===== src/rtl/seq_symbol_tx.sv =====
// seq_symbol_tx: drives the C,B,B,A,A unlock key (or a corrupted C,B,B,A,B) on X1/X0 for the sequence detector
// Ports: clk, reset (async, active-high), start (accepted in IDLE), bad (latched with start),
//        abort (cancels SEND/GAP), X1/X0 registered symbol (NONE=00 A=01 B=10 C=11),
//        busy (symbols + gap), done (one-cycle pulse on normal completion).
// Optional: SEQ_SYMBOL_TX_LOOP_EN adds input loop; loop=1 during DONE restarts the key right after the pulse.
module seq_symbol_tx #(
    parameter int SYM_CYCLES = 1,
    parameter int GAP_CYCLES = 1
) (
    input  logic clk,
    input  logic reset,
`ifdef SEQ_SYMBOL_TX_LOOP_EN
    input  logic loop,
`endif
    input  logic start,
    input  logic bad,
    input  logic abort,
    output logic X1,
    output logic X0,
    output logic busy,
    output logic done
);
    typedef enum logic [1:0] {IDLE, SEND, GAP, DONE} state_t;
    localparam logic [7:0] SYM_LAST = 8'(SYM_CYCLES - 1);
    localparam logic [7:0] GAP_LAST = 8'(GAP_CYCLES - 1);
    state_t     state, state_n;
    logic [2:0] idx, idx_n;
    logic [7:0] cnt, cnt_n;
    logic       bad_q, bad_n;
    logic [1:0] sym_n;
    logic       loop_en;
`ifdef SEQ_SYMBOL_TX_LOOP_EN
    assign loop_en = loop;
`else
    assign loop_en = 1'b0;
`endif
    always_comb begin
        state_n = state;
        idx_n   = idx;
        cnt_n   = cnt;
        bad_n   = bad_q;
        case (state)
            IDLE: if (start) begin
                state_n = SEND;
                idx_n   = 3'd0;
                cnt_n   = 8'd0;
                bad_n   = bad;
            end
            SEND: if (abort) state_n = IDLE;
            else if (cnt == SYM_LAST) begin
                cnt_n = 8'd0;
                if (idx == 3'd4) state_n = (GAP_CYCLES > 0) ? GAP : DONE;
                else idx_n = idx + 3'd1;
            end else cnt_n = cnt + 8'd1;
            GAP: if (abort) state_n = IDLE;
            else if (cnt == GAP_LAST) begin
                state_n = DONE;
                cnt_n   = 8'd0;
            end else cnt_n = cnt + 8'd1;
            DONE: begin
                state_n = loop_en ? SEND : IDLE;
                idx_n   = 3'd0;
                cnt_n   = 8'd0;
            end
            default: state_n = IDLE;
        endcase
        // outputs are registered from the next-state view so they line up with the state they describe
        sym_n = (state_n != SEND) ? 2'b00 :
                (idx_n == 3'd0)   ? 2'b11 :
                (idx_n <  3'd3)   ? 2'b10 :
                (idx_n == 3'd3)   ? 2'b01 :
                bad_n             ? 2'b10 : 2'b01;
    end
    always_ff @(posedge clk or posedge reset) begin
        if (reset) begin
            state     <= IDLE;
            idx       <= 3'd0;
            cnt       <= 8'd0;
            bad_q     <= 1'b0;
            {X1, X0}  <= 2'b00;
            busy      <= 1'b0;
            done      <= 1'b0;
        end else begin
            state     <= state_n;
            idx       <= idx_n;
            cnt       <= cnt_n;
            bad_q     <= bad_n;
            {X1, X0}  <= sym_n;
            busy      <= (state_n == SEND) || (state_n == GAP);
            done      <= (state_n == DONE);
        end
    end
endmodule


===== config.mk =====
export PLATFORM = sky130hd
export DESIGN_NAME = seq_symbol_tx
export DESIGN_NICKNAME = d
export VERILOG_FILES = /design/src/rtl/seq_symbol_tx.sv
export SDC_FILE = /design/constraint.sdc
export NUM_CORES = 1
export LEC_CHECK = 0
export ABC_AREA = 1
export CAP_MARGIN = 20
export CORE_MARGIN = 4
export CORE_UTILIZATION = 46
export DETAILED_ROUTE_END_ITERATION = 8
export PLACE_DENSITY = 0.68
export SETUP_SLACK_MARGIN = 0.2
export SLEW_MARGIN = 20
export SYNTH_ARGS = -nofsm -noshare
export SYNTH_HDL_FRONTEND = slang
export SYNTH_SLANG_ARGS = --single-unit
export TNS_END_PERCENT = 30

===== constraint.sdc =====
create_clock -name clk -period 1.6 [get_ports clk]
set_input_delay 0.32 -clock clk [delete_from_list [all_inputs] [get_ports clk]]
set_output_delay 0.32 -clock clk [all_outputs]
set_load 0.05 [all_outputs]

Word level (Yosys, flattened, before mapping)

Index checks and enable logic that the tools add are counted.

$add $sub $neg: 2
Order comparisons: 1
Eq/ne operators: 11
Muxes and demuxes: 23
Reduce and logical (&&, ||, !) cells: 6

Operators with widths:

| kind                                                                   | number |
|---|---|
| 8-bit two-way mux                                                      | 3 |
| 8-bit case mux with 3 select lines                                     | 1 |
| 2-bit two-way mux                                                      | 11 |
| 3-bit two-way mux                                                      | 4 |
| 3-bit case mux with 3 select lines                                     | 1 |
| 8-bit by 1-bit adder with 8-bit output (second input constant)         | 1 |
| 2-bit equality test (second input constant)                            | 4 |
| 8-bit zero test                                                        | 1 |
| 2-bit case mux with 4 select lines                                     | 1 |
| 2-bit by 1-bit equality test with 1-bit output (second input constant) | 2 |
| 2-bit != test (second input constant)                                  | 2 |
| 3-bit by 1-bit adder with 3-bit output (second input constant)         | 1 |
| 3-bit by 2-bit equality test with 1-bit output (second input constant) | 1 |
| 3-bit equality test (second input constant)                            | 1 |
| 3-bit zero test                                                        | 1 |
| 3-bit by 2-bit < comparator with 1-bit output (second input constant)  | 1 |
| 2-bit zero test                                                        | 1 |
| 1-bit two-way mux                                                      | 2 |
| 2-bit by 1-bit != test with 1-bit output (second input constant)       | 1 |
| 2-bit AND reduction                                                    | 1 |
| 2-bit OR reduction                                                     | 1 |
| 1-bit logical OR                                                       | 1 |

Flip-flop bits (word level): 18
Bits of input ports: 5
Logic and storage cells: 51

Longest topological paths before layout

Gate-level depths: netlist of run 1.

Word-level depth: 10
Depth in mapped cells: 13
Depth with buffers taken out: 13

Worst setup path after synthesis of run 1

OpenSTA, ideal clock, no wires.

Path kind: register to register
From: register cnt[0]
To: register X1
Setup time: 121 ps
Data arrival time: 1,606 ps
Data required time: 1,479 ps
Slack: -127 ps
Stages on the path, launching flop included: 13
Path buffers: 0
Cells stage by stage: dfrtp_1 inv_1 ha_1 nand2_2 nor2_8 a21oi_1 o21ai_0 nand3_1 o21ai_0 inv_1 ha_1 inv_1 a21oi_1

RTL lines:

| what                                         | line   | source |
|---|---|---|
| from (decl)                                  | 28     | `logic [7:0] cnt, cnt_n;` |
| from (signal assigned)                       | 86     | `cnt <= cnt_n;` |
| 8-bit zero test (*)                          | 50, 56 |  |
| 2-bit two-way mux, on equally long branches  | 56, 50 |  |
| 2-bit two-way mux, on equally long branches  | 55, 49 |  |
| 2-bit case mux with 4 select lines (*)       | 42     | `case (state)` |
| net state_n[1]                               | 26     | `state_t state, state_n;` |
| 2-bit by 1-bit != test with 1-bit output (*) | 68     | `sym_n = (state_n != SEND) ? 2'b00 :` |
| 2-bit two-way mux (*)                        | 68     |  |
| net sym_n[1]                                 | 30     | `logic [1:0] sym_n;` |
| to (signal assigned)                         | 88     | `{X1, X0} <= sym_n;` |
| to (decl)                                    | 18     | `output logic X1,` |

Mark *: on every way through the listed nets, which the timed path passes. The rest lies on a longest branch.
A chain may end at the register's enable or synchronous reset.

Worst setup path in the final report of run 1

From: register state[1]
To: register cnt[6]

Cells in the longest elaborated chain, start to end: 4

Ends and longest elaborated chain:

| what                                                                                         | line | source |
|---|---|---|
| from (decl)                                                                                  | 26   |  |
| from (signal assigned)                                                                       | 84   | `state <= state_n;` |
| 2-bit equality test / 2-bit by 1-bit equality test with 1-bit output (equally long branches) | 42   |  |
| 2-bit OR reduction (no source line)                                                          | -    |  |
| 2-bit != test (no source line)                                                               | -    |  |
| 2-bit AND reduction (no source line)                                                         | -    |  |

Several ways; a longest one is shown, not always the timed one.

==> run_summary.xml, run 1 <==
<?xml version="1.0" encoding="UTF-8"?>
<metrics>
  <group name="detailed_routing">
    <metric name="iteration_0_drc_markers" unit="">23</metric>
    <metric name="routed_wl" unit="mm">2.55</metric>
    <metric name="drt_pre_antenna_iters" unit="">4</metric>
    <metric name="route.antenna.remaining_nets" unit="">0</metric>
    <metric name="vias" unit="">1008</metric>
    <metric name="detail_route.drc_violations" unit="">0</metric>
    <metric name="detail_route.vias_per_cell" unit="">4.82</metric>
    <metric name="wl_per_cell" unit="um">12.2</metric>
  </group>
  <group name="global_routing">
    <metric name="grt_pass1_wl" unit="mm">4.00</metric>
    <metric name="grt_remaining_overflow" unit="">0</metric>
    <metric name="first_global_vias" unit="">951</metric>
    <metric name="grt_start_max_net_pins" unit="">19</metric>
    <metric name="antenna_found_initial" unit="">0</metric>
    <metric name="global_route.usage.total" unit="%">15.7</metric>
  </group>
  <group name="placed_design">
    <metric name="port_buffers" unit="">8</metric>
    <metric name="gp_congestion" unit="">0.841</metric>
    <metric name="post-place-ws" unit="ns">-0.186</metric>
    <metric name="dp_hpwl" unit="mm">1.72</metric>
  </group>
  <group name="finish">
    <metric name="drive_gt1_share" unit="%">54.7</metric>
    <metric name="final_util" unit="%">75.7</metric>
    <metric name="number_of_nets_at_the_end_of_the_flow" unit="">196</metric>
    <metric name="filler_cell_count" unit="">159</metric>
    <metric name="insertedDiodeCount" unit="">0</metric>
    <metric name="syn_to_final_growth" unit="%">55.9</metric>
  </group>
  <group name="timing">
    <metric name="final.setup_skew" unit="ns">0.00798</metric>
    <metric name="fin_crit" unit="ns">1.70</metric>
    <metric name="setup-violations-final" unit="">6</metric>
    <metric name="fmaxAchievable" unit="GHz">0.587</metric>
    <metric name="relSlewSlack" unit="%">85.2</metric>
    <metric name="finalHoldViolations" unit="">0</metric>
    <metric name="finalMaxSlewViolations" unit="">0</metric>
    <metric name="worst_hold_slack" unit="ns">0.330</metric>
    <metric name="rsz0062_at_grt" unit="">true</metric>
    <metric name="tns" unit="ns">-0.414</metric>
    <metric name="min_period_over_period" unit="%">107</metric>
    <metric name="postLayoutSetupSlackWorst" unit="ns">-0.105</metric>
    <metric name="worst_pin_slew" unit="ns">0.221</metric>
  </group>
  <group name="outcome">
    <metric name="violated_checks" unit="">setup timing</metric>
    <metric name="outcome" unit="">complete, but fails checks</metric>
  </group>
  <group name="logic_synthesis">
    <metric name="synthesis.yosys.warnings" unit="">0</metric>
    <metric name="synth_async_sr_flop_share" unit="%">100</metric>
    <metric name="synthDominantAreaCellType" unit="">dfrtp_1</metric>
    <metric name="ys_seq_elements" unit="">18</metric>
    <metric name="synth.lib_cells_used.distinct" unit="">25</metric>
    <metric name="synth_commonest_cells" unit="">inv_1, nand2_1, dfrtp_1</metric>
    <metric name="synthTopCellsByArea" unit="">dfrtp_1, ha_1, inv_1</metric>
    <metric name="postSynthNetCount" unit="">144</metric>
    <metric name="syn_area_per_cell" unit="um2">8.34</metric>
    <metric name="synth.top_cell.area_share" unit="%">41.5</metric>
    <metric name="syn-cell-area" unit="um2">1080</metric>
    <metric name="syn-instance-count" unit="">130</metric>
    <metric name="number_of_synthesized_flops_with_an_enable_pin" unit="">0</metric>
    <metric name="ys_seq_area_share" unit="%">41.5</metric>
    <metric name="synth.most_common_cell" unit="">inv_1</metric>
    <metric name="dominantRegCellSynth" unit="">dfrtp_1</metric>
  </group>
  <group name="cts">
    <metric name="max-clock-path-buffers" unit="">2</metric>
    <metric name="worst_skew_late_latency" unit="ns">0.29</metric>
    <metric name="clkSinkCount" unit="">18</metric>
    <metric name="cts.clk_slew.worst_paths" unit="ns">0.10</metric>
    <metric name="tritoncts" unit="">built</metric>
    <metric name="ctsRootBufferMaster" unit="">clkbuf_4</metric>
    <metric name="tritoncts.num_buffers" unit="">3</metric>
    <metric name="ctsHtreeMaxLevel" unit="">1</metric>
  </group>
  <group name="floorplanning">
    <metric name="io_pins" unit="">9</metric>
    <metric name="placementRows" unit="">17</metric>
    <metric name="floorplan_core_area" unit="um2">2230</metric>
    <metric name="design.die.area" unit="um2">3200</metric>
    <metric name="floorplan.die.width" unit="um">56.6</metric>
    <metric name="floorplan.initialDensity" unit="%">48.6</metric>
    <metric name="die-height" unit="um">56.6</metric>
  </group>
  <group name="critical_path">
    <metric name="cp_data_required_time" unit="ns">1.83</metric>
    <metric name="critPathLaunchType" unit="">flop</metric>
    <metric name="setup.worst_path.class" unit="">flop to flop</metric>
    <metric name="cp_cell_sequence" unit="">inv_2, ha_4, a21oi_4, inv_2, nor3_4, nand2_2, nor3_4, a2bb2oi_2</metric>
    <metric name="critical_path.reg2reg.startpoint" unit="">state[1]$_DFF_PP0_</metric>
    <metric name="critPathTopFamily" unit="">simple AND/OR/NAND/NOR gates</metric>
    <metric name="critPathBufInv" unit="">2</metric>
    <metric name="worst-endpoint-arrival" unit="ns">1.93</metric>
    <metric name="critPathLaunch" unit="">state[1]$_DFF_PP0_</metric>
    <metric name="critPathCaptureType" unit="">flop</metric>
    <metric name="worst_path_max_delay_cell" unit="">dfrtp_1</metric>
    <metric name="timing.critical_path.slowest_cell_delay" unit="ns">0.41</metric>
    <metric name="critPathMaxFanout" unit="">5</metric>
    <metric name="rrSetupSlack" unit="ns">-0.10</metric>
  </group>
  <group name="worst_hold_path">
    <metric name="worstHoldPathType" unit="">input port to asynchronous set/reset pin</metric>
  </group>
  <group name="pwr">
    <metric name="power.leakage" unit="uW">0.000846</metric>
    <metric name="maximum_ir_drop_on_the_vdd_rail" unit="mV">1.16</metric>
    <metric name="cellPowerDensity" unit="nW/um2">1580</metric>
  </group>
  <group name="run">
    <metric name="maxCapViolCount" unit="">0</metric>
  </group>
</metrics>
## worst min-delay path, delay by kind of cell
| kind | cells | cell delay, ns |
|---|---|---|
| buffers and inverters | 3 | 0.69 |
## layout by cell type (no fill, tap or decap), drive strengths merged, types with 2 or more instances in the layout
cell type      Yosys  routed
a21oi              8       8
inv               27      27
nor2              12      12
clkdlybuf4s50      0       4
nor3b              2       2
clkbuf             0       4
nand4              3       3
o22ai              2       2
o21ai              7       7
nand3              9       9
buf                0      43
nor3               3       3
ha                 9       9
dfrtp             18      18
nand2             25      25
## path summary, 6_finish.rpt
path / endpoint / depth (start not counted)
min in group clk: bad_q$_DFF_PP0_ / 2
hold reg to reg: bad_q$_DFF_PP0_ / 2
setup / recovery: cnt[6]$_DFFE_PP0P_ / 8
hold / removal: cnt[4]$_DFFE_PP0P_ / 3
max in group asynchronous: done$_DFF_PP0_ / 3
setup reg to reg: cnt[6]$_DFFE_PP0P_ / 8
## cell families (layout without fill, tap and decap cells)
family,count (synthesis),after routing,synth area share (%)
AND/OR/NAND/NOR,54,54,26.0
XOR/XNOR,1,1,0.808
buffers and inverters,27,78,9.34
flip-flops,18,18,41.5
multiplexers,1,1,0.923
AO/OA/AOI/OAI,20,20,11.1
adder cells (fa/ha/maj),9,9,10.4
## final cells by class
type                       instances  area [um2]  area share, %
multi-input combinational         85         698           41.3
tap                               28        35.0           2.07
clock buffer                       4        36.3           2.14
inverter                          27         101           5.99
sequential                        18         450           26.6
timing repair buffer              47         370           21.9
## registers in the layout, summed over array words and instances (netlist names)
register,flops
cnt,8
idx,3
state,2
X0,1
X1,1
bad_q,1
busy,1
done,1
## what timing repair did
| action | in CTS | in global routing |
|---|---|---|
| buffers inserted | 4 | 7 |
| setup endpoints to repair | 13 | 17 |
| hold buffers | 0 | 0 |
| pin swaps | 4 | 12 |
| resized for setup | 15 | 24 |
## metrics by stage
stage	instances	instance area, um2	total power [uW]
after global routing	209	1690	2870
final	209	1690	2670
after global placement	194	1430	1920
after CTS	202	1540	2410
after detailed placement	194	1430	1960
after floorplan	130	1120	1430
## per-layer routing
| layer | up-vias | track usage, % | wire (um) |
|---|---|---|---|
| li1 | 522 | - | - |
| met3 | 4 | 2.30 | 63 |
| met5 | - | 0 | 0 |
| met1 | 468 | 21.1 | 1190 |
| met4 | 0 | 6.10 | 27 |
| met2 | 14 | 25.2 | 1270 |
## report_power, final
part	internal [uW]	switching [uW]	leakage, uW
sequential	569	58.2	0.000239
clock	138	134	0.0000210
combinational	835	935	0.000586
Power figures use the tool's default switching activity.
==> run 2: changes to the inputs <==
- CORE_MARGIN: 4 -> unset
- MAX_ROUTING_LAYER: unset -> met4
==> run_summary.xml, run 2 (synthesized netlist as in run 1, its figures left out) <==
<?xml version="1.0" encoding="UTF-8"?>
<metrics>
  <group name="pwr">
    <metric name="fraction_of_power_consumed_by_sequential_logic" unit="%">24.2</metric>
    <metric name="maximum_ir_drop_on_the_vdd_rail" unit="mV">1.42</metric>
    <metric name="power.leakage" unit="uW">0.000805</metric>
    <metric name="p_int" unit="uW">1460</metric>
    <metric name="power.switching_fraction" unit="%">43.7</metric>
    <metric name="switchingPower" unit="uW">1130</metric>
    <metric name="p_clk_share" unit="%">8.6</metric>
    <metric name="cellPowerDensity" unit="nW/um2">1540</metric>
    <metric name="p_comb_share" unit="%">67.2</metric>
  </group>
  <group name="cts">
    <metric name="ctsRootBufferMaster" unit="">clkbuf_4</metric>
    <metric name="tritoncts.num_buffers" unit="">3</metric>
    <metric name="ctsHtreeMaxLevel" unit="">1</metric>
    <metric name="max-clock-path-buffers" unit="">2</metric>
    <metric name="clkSinkCount" unit="">18</metric>
    <metric name="worst_skew_late_latency" unit="ns">0.29</metric>
    <metric name="cts.clk_slew.worst_paths" unit="ns">0.10</metric>
    <metric name="tritoncts" unit="">built</metric>
  </group>
  <group name="timing">
    <metric name="worst_hold_slack" unit="ns">0.323</metric>
    <metric name="final.setup_skew" unit="ns">0.00559</metric>
    <metric name="fmaxAchievable" unit="GHz">0.598</metric>
    <metric name="min_period_over_period" unit="%">104</metric>
    <metric name="fin_crit" unit="ns">1.67</metric>
    <metric name="postLayoutSetupSlackWorst" unit="ns">-0.0713</metric>
    <metric name="finalHoldViolations" unit="">0</metric>
    <metric name="rsz0062_at_grt" unit="">true</metric>
    <metric name="tns" unit="ns">-0.202</metric>
    <metric name="finalMaxSlewViolations" unit="">0</metric>
    <metric name="setup-violations-final" unit="">4</metric>
    <metric name="relSlewSlack" unit="%">84.8</metric>
    <metric name="worst_pin_slew" unit="ns">0.229</metric>
  </group>
  <group name="global_routing">
    <metric name="first_global_vias" unit="">1087</metric>
    <metric name="grt_remaining_overflow" unit="">0</metric>
    <metric name="grt.busiest_layer" unit="">met2</metric>
    <metric name="grtUsageMet2" unit="%">37.3</metric>
    <metric name="antenna_found_initial" unit="">0</metric>
    <metric name="grt.met3_usage" unit="%">1.82</metric>
    <metric name="global_route.usage.total" unit="%">22.0</metric>
    <metric name="grtUsageMet1" unit="%">26.7</metric>
    <metric name="grt_start_max_net_pins" unit="">19</metric>
    <metric name="grt_pass1_wl" unit="mm">4.14</metric>
  </group>
  <group name="placed_design">
    <metric name="dp_hpwl" unit="mm">1.70</metric>
    <metric name="placed_area" unit="um2">1420</metric>
    <metric name="gp_congestion" unit="">0.845</metric>
    <metric name="post-place-ws" unit="ns">-0.180</metric>
    <metric name="port_buffers" unit="">8</metric>
  </group>
  <group name="detailed_routing">
    <metric name="detail_route.drc_violations" unit="">0</metric>
    <metric name="wl_per_cell" unit="um">12.1</metric>
    <metric name="iteration_0_drc_markers" unit="">13</metric>
    <metric name="vias" unit="">990</metric>
    <metric name="detail_route.vias_per_cell" unit="">4.90</metric>
    <metric name="routed_wl" unit="mm">2.45</metric>
    <metric name="drt_pre_antenna_iters" unit="">2</metric>
    <metric name="route.antenna.remaining_nets" unit="">0</metric>
  </group>
  <group name="finish">
    <metric name="drive_gt1_share" unit="%">57.5</metric>
    <metric name="max_flop_register" unit="">cnt</metric>
    <metric name="biggest_registers_after_layout" unit="">cnt x8, idx x3, state x2</metric>
    <metric name="layout_commonest_cell" unit="">buf_4</metric>
    <metric name="layout_common_cells" unit="">buf_4, dfrtp_1, inv_1, nand2_1</metric>
    <metric name="post-route-cell-area" unit="um2">1680</metric>
    <metric name="final_util" unit="%">76.1</metric>
    <metric name="insertedDiodeCount" unit="">0</metric>
    <metric name="number_of_nets_at_the_end_of_the_flow" unit="">190</metric>
    <metric name="largest_register_ffs" unit="">8</metric>
    <metric name="syn_to_final_growth" unit="%">55.1</metric>
  </group>
  <group name="critical_path">
    <metric name="critPathTopFamily" unit="">adder cells</metric>
    <metric name="worst_path_max_delay_cell" unit="">dfrtp_1</metric>
    <metric name="critPathLaunchType" unit="">flop</metric>
    <metric name="cp_data_required_time" unit="ns">1.80</metric>
    <metric name="critPathMaxFanout" unit="">2</metric>
    <metric name="worst-endpoint-arrival" unit="ns">1.87</metric>
    <metric name="critical_path_cell_count" unit="">10</metric>
    <metric name="worst_r2r_path_depth" unit="">10</metric>
    <metric name="cp_cell_sequence" unit="">buf_4, ha_2, inv_1, buf_4, o21ai_1, nand3_1, o21ai_2, inv_2, ha_4, inv_2</metric>
    <metric name="timing.critical_path.slowest_cell_delay" unit="ns">0.39</metric>
    <metric name="critPathCaptureType" unit="">flop</metric>
    <metric name="setup.worst_path.class" unit="">flop to flop</metric>
    <metric name="critPathBufInv" unit="">5</metric>
  </group>
  <group name="outcome">
    <metric name="outcome" unit="">complete, but fails checks</metric>
    <metric name="violated_checks" unit="">setup timing</metric>
  </group>
  <group name="floorplanning">
    <metric name="placementRows" unit="">17</metric>
    <metric name="floorplan_core_area" unit="um2">2210</metric>
    <metric name="floorplan.initialDensity" unit="%">49.0</metric>
    <metric name="design.die.area" unit="um2">2560</metric>
    <metric name="die-height" unit="um">50.6</metric>
    <metric name="floorplan.die.width" unit="um">50.6</metric>
    <metric name="io_pins" unit="">9</metric>
  </group>
  <group name="worst_hold_path">
    <metric name="worstHoldPathType" unit="">input port to asynchronous set/reset pin</metric>
  </group>
  <group name="run">
    <metric name="maxCapViolCount" unit="">0</metric>
  </group>
</metrics>
[run 2: final timing paths]
kind,from,end,slack (ns)
hold / removal,reset,cnt[5]$_DFFE_PP0P_,0.32
setup reg to reg,state[0]$_DFF_PP0_,busy$_DFF_PP0_,-0.07
hold reg to reg,bad_q$_DFF_PP0_,bad_q$_DFF_PP0_,0.50
setup / recovery,state[0]$_DFF_PP0_,busy$_DFF_PP0_,-0.07
max in group asynchronous,reset,idx[2]$_DFF_PP0_,1.08
min in group clk,bad_q$_DFF_PP0_,bad_q$_DFF_PP0_,0.50
[run 2: power by group through the flow]
stage,Clock [uW],Sequential (uW),Combinational (uW)
2_1_floorplan,0,772,658
3_3_place_gp,0,630,1280
3_5_place_dp,0,632,1310
4_1_cts,220,624,1610
5_1_grt,236,638,1900
6_report,223,627,1740
[run 2: final cells by class]
cell class | instances | area, um2
timing repair buffer | 41 | 337
clock buffer | 3 | 22.5
tap | 28 | 35.0
sequential | 18 | 450
inverter | 27 | 109
multi-input combinational | 85 | 729
fill | 165 | 529
[run 2: repair_timing]
item,CTS,global route
setup buffers,6,0
cloned,0,0
hold buffers,0,0
pin swaps,17,23
gates resized for setup,29,25
setup endpoints to repair,13,16
hold endpoints to repair,0,0
[run 2: metal layers]
| metal | up-vias | wire length, um |
|---|---|---|
| li1 | 503 | - |
| met4 | 0 | 32 |
| met3 | 4 | 46 |
| met2 | 12 | 1200 |
| met5 | - | 0 |
| met1 | 471 | 1170 |
[run 2: worst register-to-register path, delay by kind of cell (launching register included)]
kind                     cells  cell delay [ns]
adder cells (fa/ha/maj)      2             0.43
buffers and inverters        5             0.42
flip-flops                   1             0.39
AO/OA/AOI/OAI                2             0.24
AND/OR/NAND/NOR              1             0.12
[run 2: stage by stage]
step | power (uW) | instances
detailed placement | 1940 | 193
floorplan | 1430 | 130
CTS | 2450 | 202
global route | 2770 | 202
finish | 2590 | 202
global placement | 1910 | 193
==> run 3: changes to the inputs <==
- CORE_UTILIZATION: 46 -> 30
- PLACE_DENSITY: 0.68 -> 0.48
==> run_summary.xml, run 3 (synthesized netlist as in run 1, its figures left out) <==
<?xml version="1.0" encoding="UTF-8"?>
<metrics>
  <group name="outcome">
    <metric name="outcome" unit="">complete, but fails checks</metric>
    <metric name="violated_checks" unit="">setup timing</metric>
  </group>
  <group name="floorplanning">
    <metric name="floorplan.initialDensity" unit="%">32.0</metric>
    <metric name="design.die.area" unit="um2">3860</metric>
    <metric name="floorplan_core_area" unit="um2">3390</metric>
    <metric name="floorplan.die.width" unit="um">62.1</metric>
    <metric name="die-height" unit="um">62.1</metric>
    <metric name="io_pins" unit="">9</metric>
    <metric name="placementRows" unit="">21</metric>
  </group>
  <group name="critical_path">
    <metric name="setup.worst_path.class" unit="">flop to flop</metric>
    <metric name="critPathMaxFanout" unit="">3</metric>
    <metric name="worst-endpoint-arrival" unit="ns">1.89</metric>
    <metric name="critPathLaunchType" unit="">flop</metric>
    <metric name="cp_data_required_time" unit="ns">1.83</metric>
    <metric name="critPathCaptureType" unit="">flop</metric>
  </group>
  <group name="timing">
    <metric name="relSlewSlack" unit="%">84.6</metric>
    <metric name="finalHoldViolations" unit="">0</metric>
    <metric name="rsz0062_at_grt" unit="">true</metric>
    <metric name="final.setup_skew" unit="ns">0.00822</metric>
    <metric name="worst_hold_slack" unit="ns">0.316</metric>
    <metric name="postLayoutSetupSlackWorst" unit="ns">-0.0553</metric>
    <metric name="fmaxAchievable" unit="GHz">0.604</metric>
    <metric name="worst_pin_slew" unit="ns">0.232</metric>
    <metric name="setup-violations-final" unit="">4</metric>
    <metric name="fin_crit" unit="ns">1.66</metric>
    <metric name="min_period_over_period" unit="%">103</metric>
    <metric name="finalMaxSlewViolations" unit="">0</metric>
  </group>
  <group name="finish">
    <metric name="layout_common_cells" unit="">buf_4, dfrtp_1, inv_1, nand2_1, inv_2</metric>
    <metric name="drive_gt1_share" unit="%">52.8</metric>
    <metric name="multi_input_comb_area" unit="um2">693</metric>
    <metric name="layout_commonest_cell" unit="">buf_4</metric>
    <metric name="seqCellArea" unit="um2">450</metric>
    <metric name="number_of_nets_at_the_end_of_the_flow" unit="">191</metric>
    <metric name="biggest_registers_after_layout" unit="">cnt x8, idx x3, state x2</metric>
    <metric name="filler_cell_count" unit="">332</metric>
    <metric name="largest_register_ffs" unit="">8</metric>
    <metric name="syn_to_final_growth" unit="%">54.0</metric>
    <metric name="layoutNonFillerInstCount" unit="">222</metric>
    <metric name="max_flop_register" unit="">cnt</metric>
    <metric name="insertedDiodeCount" unit="">0</metric>
  </group>
  <group name="global_routing">
    <metric name="first_global_vias" unit="">945</metric>
    <metric name="antenna_found_initial" unit="">0</metric>
    <metric name="grt_remaining_overflow" unit="">0</metric>
    <metric name="grt_pass1_wl" unit="mm">3.95</metric>
    <metric name="global_route.usage.total" unit="%">13.6</metric>
    <metric name="grt_start_max_net_pins" unit="">19</metric>
  </group>
  <group name="detailed_routing">
    <metric name="wl_per_cell" unit="um">10.6</metric>
    <metric name="routed_wl" unit="mm">2.35</metric>
    <metric name="detail_route.drc_violations" unit="">0</metric>
    <metric name="route.antenna.remaining_nets" unit="">0</metric>
    <metric name="vias" unit="">972</metric>
    <metric name="drt_pre_antenna_iters" unit="">4</metric>
    <metric name="detail_route.vias_per_cell" unit="">4.38</metric>
    <metric name="iteration_0_drc_markers" unit="">39</metric>
  </group>
  <group name="worst_hold_path">
    <metric name="worstHoldPathType" unit="">input port to asynchronous set/reset pin</metric>
  </group>
  <group name="placed_design">
    <metric name="gp_congestion" unit="">0.842</metric>
    <metric name="port_buffers" unit="">8</metric>
    <metric name="post-place-ws" unit="ns">-0.194</metric>
    <metric name="dp_hpwl" unit="mm">1.71</metric>
    <metric name="dpl.cell_count" unit="">212</metric>
  </group>
  <group name="cts">
    <metric name="cts_hold_buf" unit="">0</metric>
    <metric name="clkSinkCount" unit="">18</metric>
    <metric name="worst_skew_late_latency" unit="ns">0.30</metric>
    <metric name="tritoncts.num_buffers" unit="">3</metric>
    <metric name="ctsHtreeMaxLevel" unit="">1</metric>
    <metric name="max-clock-path-buffers" unit="">2</metric>
    <metric name="ctsRootBufferMaster" unit="">clkbuf_4</metric>
    <metric name="tritoncts" unit="">built</metric>
    <metric name="cts.clk_slew.worst_paths" unit="ns">0.10</metric>
  </group>
  <group name="run">
    <metric name="maxCapViolCount" unit="">0</metric>
  </group>
  <group name="pwr">
    <metric name="power.leakage" unit="uW">0.000800</metric>
    <metric name="maximum_ir_drop_on_the_vdd_rail" unit="mV">0.686</metric>
    <metric name="cellPowerDensity" unit="nW/um2">1530</metric>
  </group>
</metrics>
## run 3: cell count changes in the layout (fill, tap and decap cells not counted), sizes merged
cell,change
buf,+1
clkbuf,+1
## run 3: where the power goes
part / total [uW] / leakage, uW / internal (uW) / switching, uW
registers: 622 / 0.000239 / 569 / 53.0
clock network: 281 / 0.0000210 / 139 / 142
logic: 1660 / 0.000540 / 763 / 893
total: 2560 / 0.000800 / 1470 / 1090
## run 3: per-stage QoR
stage	total power [uW]	area, um2	util (%)	TNS (ns)
2_1_floorplan	1430	1120	-	0
3_3_place_gp	1950	1450	42.9	-1.30
3_5_place_dp	1950	1450	42.9	-1.58
4_1_cts	2360	1560	45.9	-0.144
5_1_grt	2780	1670	49.3	-0.892
6_report	2560	1670	49.3	-0.0982
## run 3: per-layer routing
metal	GRT usage [%]	routed length, um
met5	-	0
met2	22.0	1080
met3	1.10	59
met1	16.8	1150
met4	7.85	58
## run 3: path summary, 6_finish.rpt
kind | end | slack, ns | startpoint | depth (start not counted)
max in group asynchronous | idx[1]$_DFF_PP0_ | 1.08 | reset | 3
min in group clk | bad_q$_DFF_PP0_ | 0.50 | bad_q$_DFF_PP0_ | 2
worst min-delay path | cnt[5]$_DFFE_PP0P_ | 0.32 | reset | 3
worst max-delay path | X0$_DFF_PP0_ | -0.06 | state[1]$_DFF_PP0_ | 11
worst min register to register | bad_q$_DFF_PP0_ | 0.50 | bad_q$_DFF_PP0_ | 2
worst max register to register | X0$_DFF_PP0_ | -0.06 | state[1]$_DFF_PP0_ | 11
## run 3: final cells by class
| type | count | area share, % |
|---|---|---|
| Multi-Input combinational cell | 85 | 41.5 |
| Sequential cell | 18 | 27.0 |
| Inverter | 27 | 6.22 |
| Tap cell | 46 | 3.45 |
| Timing Repair Buffer | 42 | 19.7 |
| Clock buffer | 4 | 2.17 |
## run 3: timing repair
action	CTS	global route
gates resized for setup	14	22
endpoints found under the setup margin	13	16
pin swaps	10	21
setup buffers	4	2
## run 3: worst max-delay path, cell delays in order, from the launching register on
cell and delay, ns:
dfrtp_1 0.41, inv_2 0.12, ha_4 0.14, inv_1 0.06, buf_4 0.14, nor2_2 0.16, nand4_1 0.14, nand2_2 0.12
nand2_2 0.06, nand2_2 0.07, nand2_2 0.06, a21oi_2 0.13
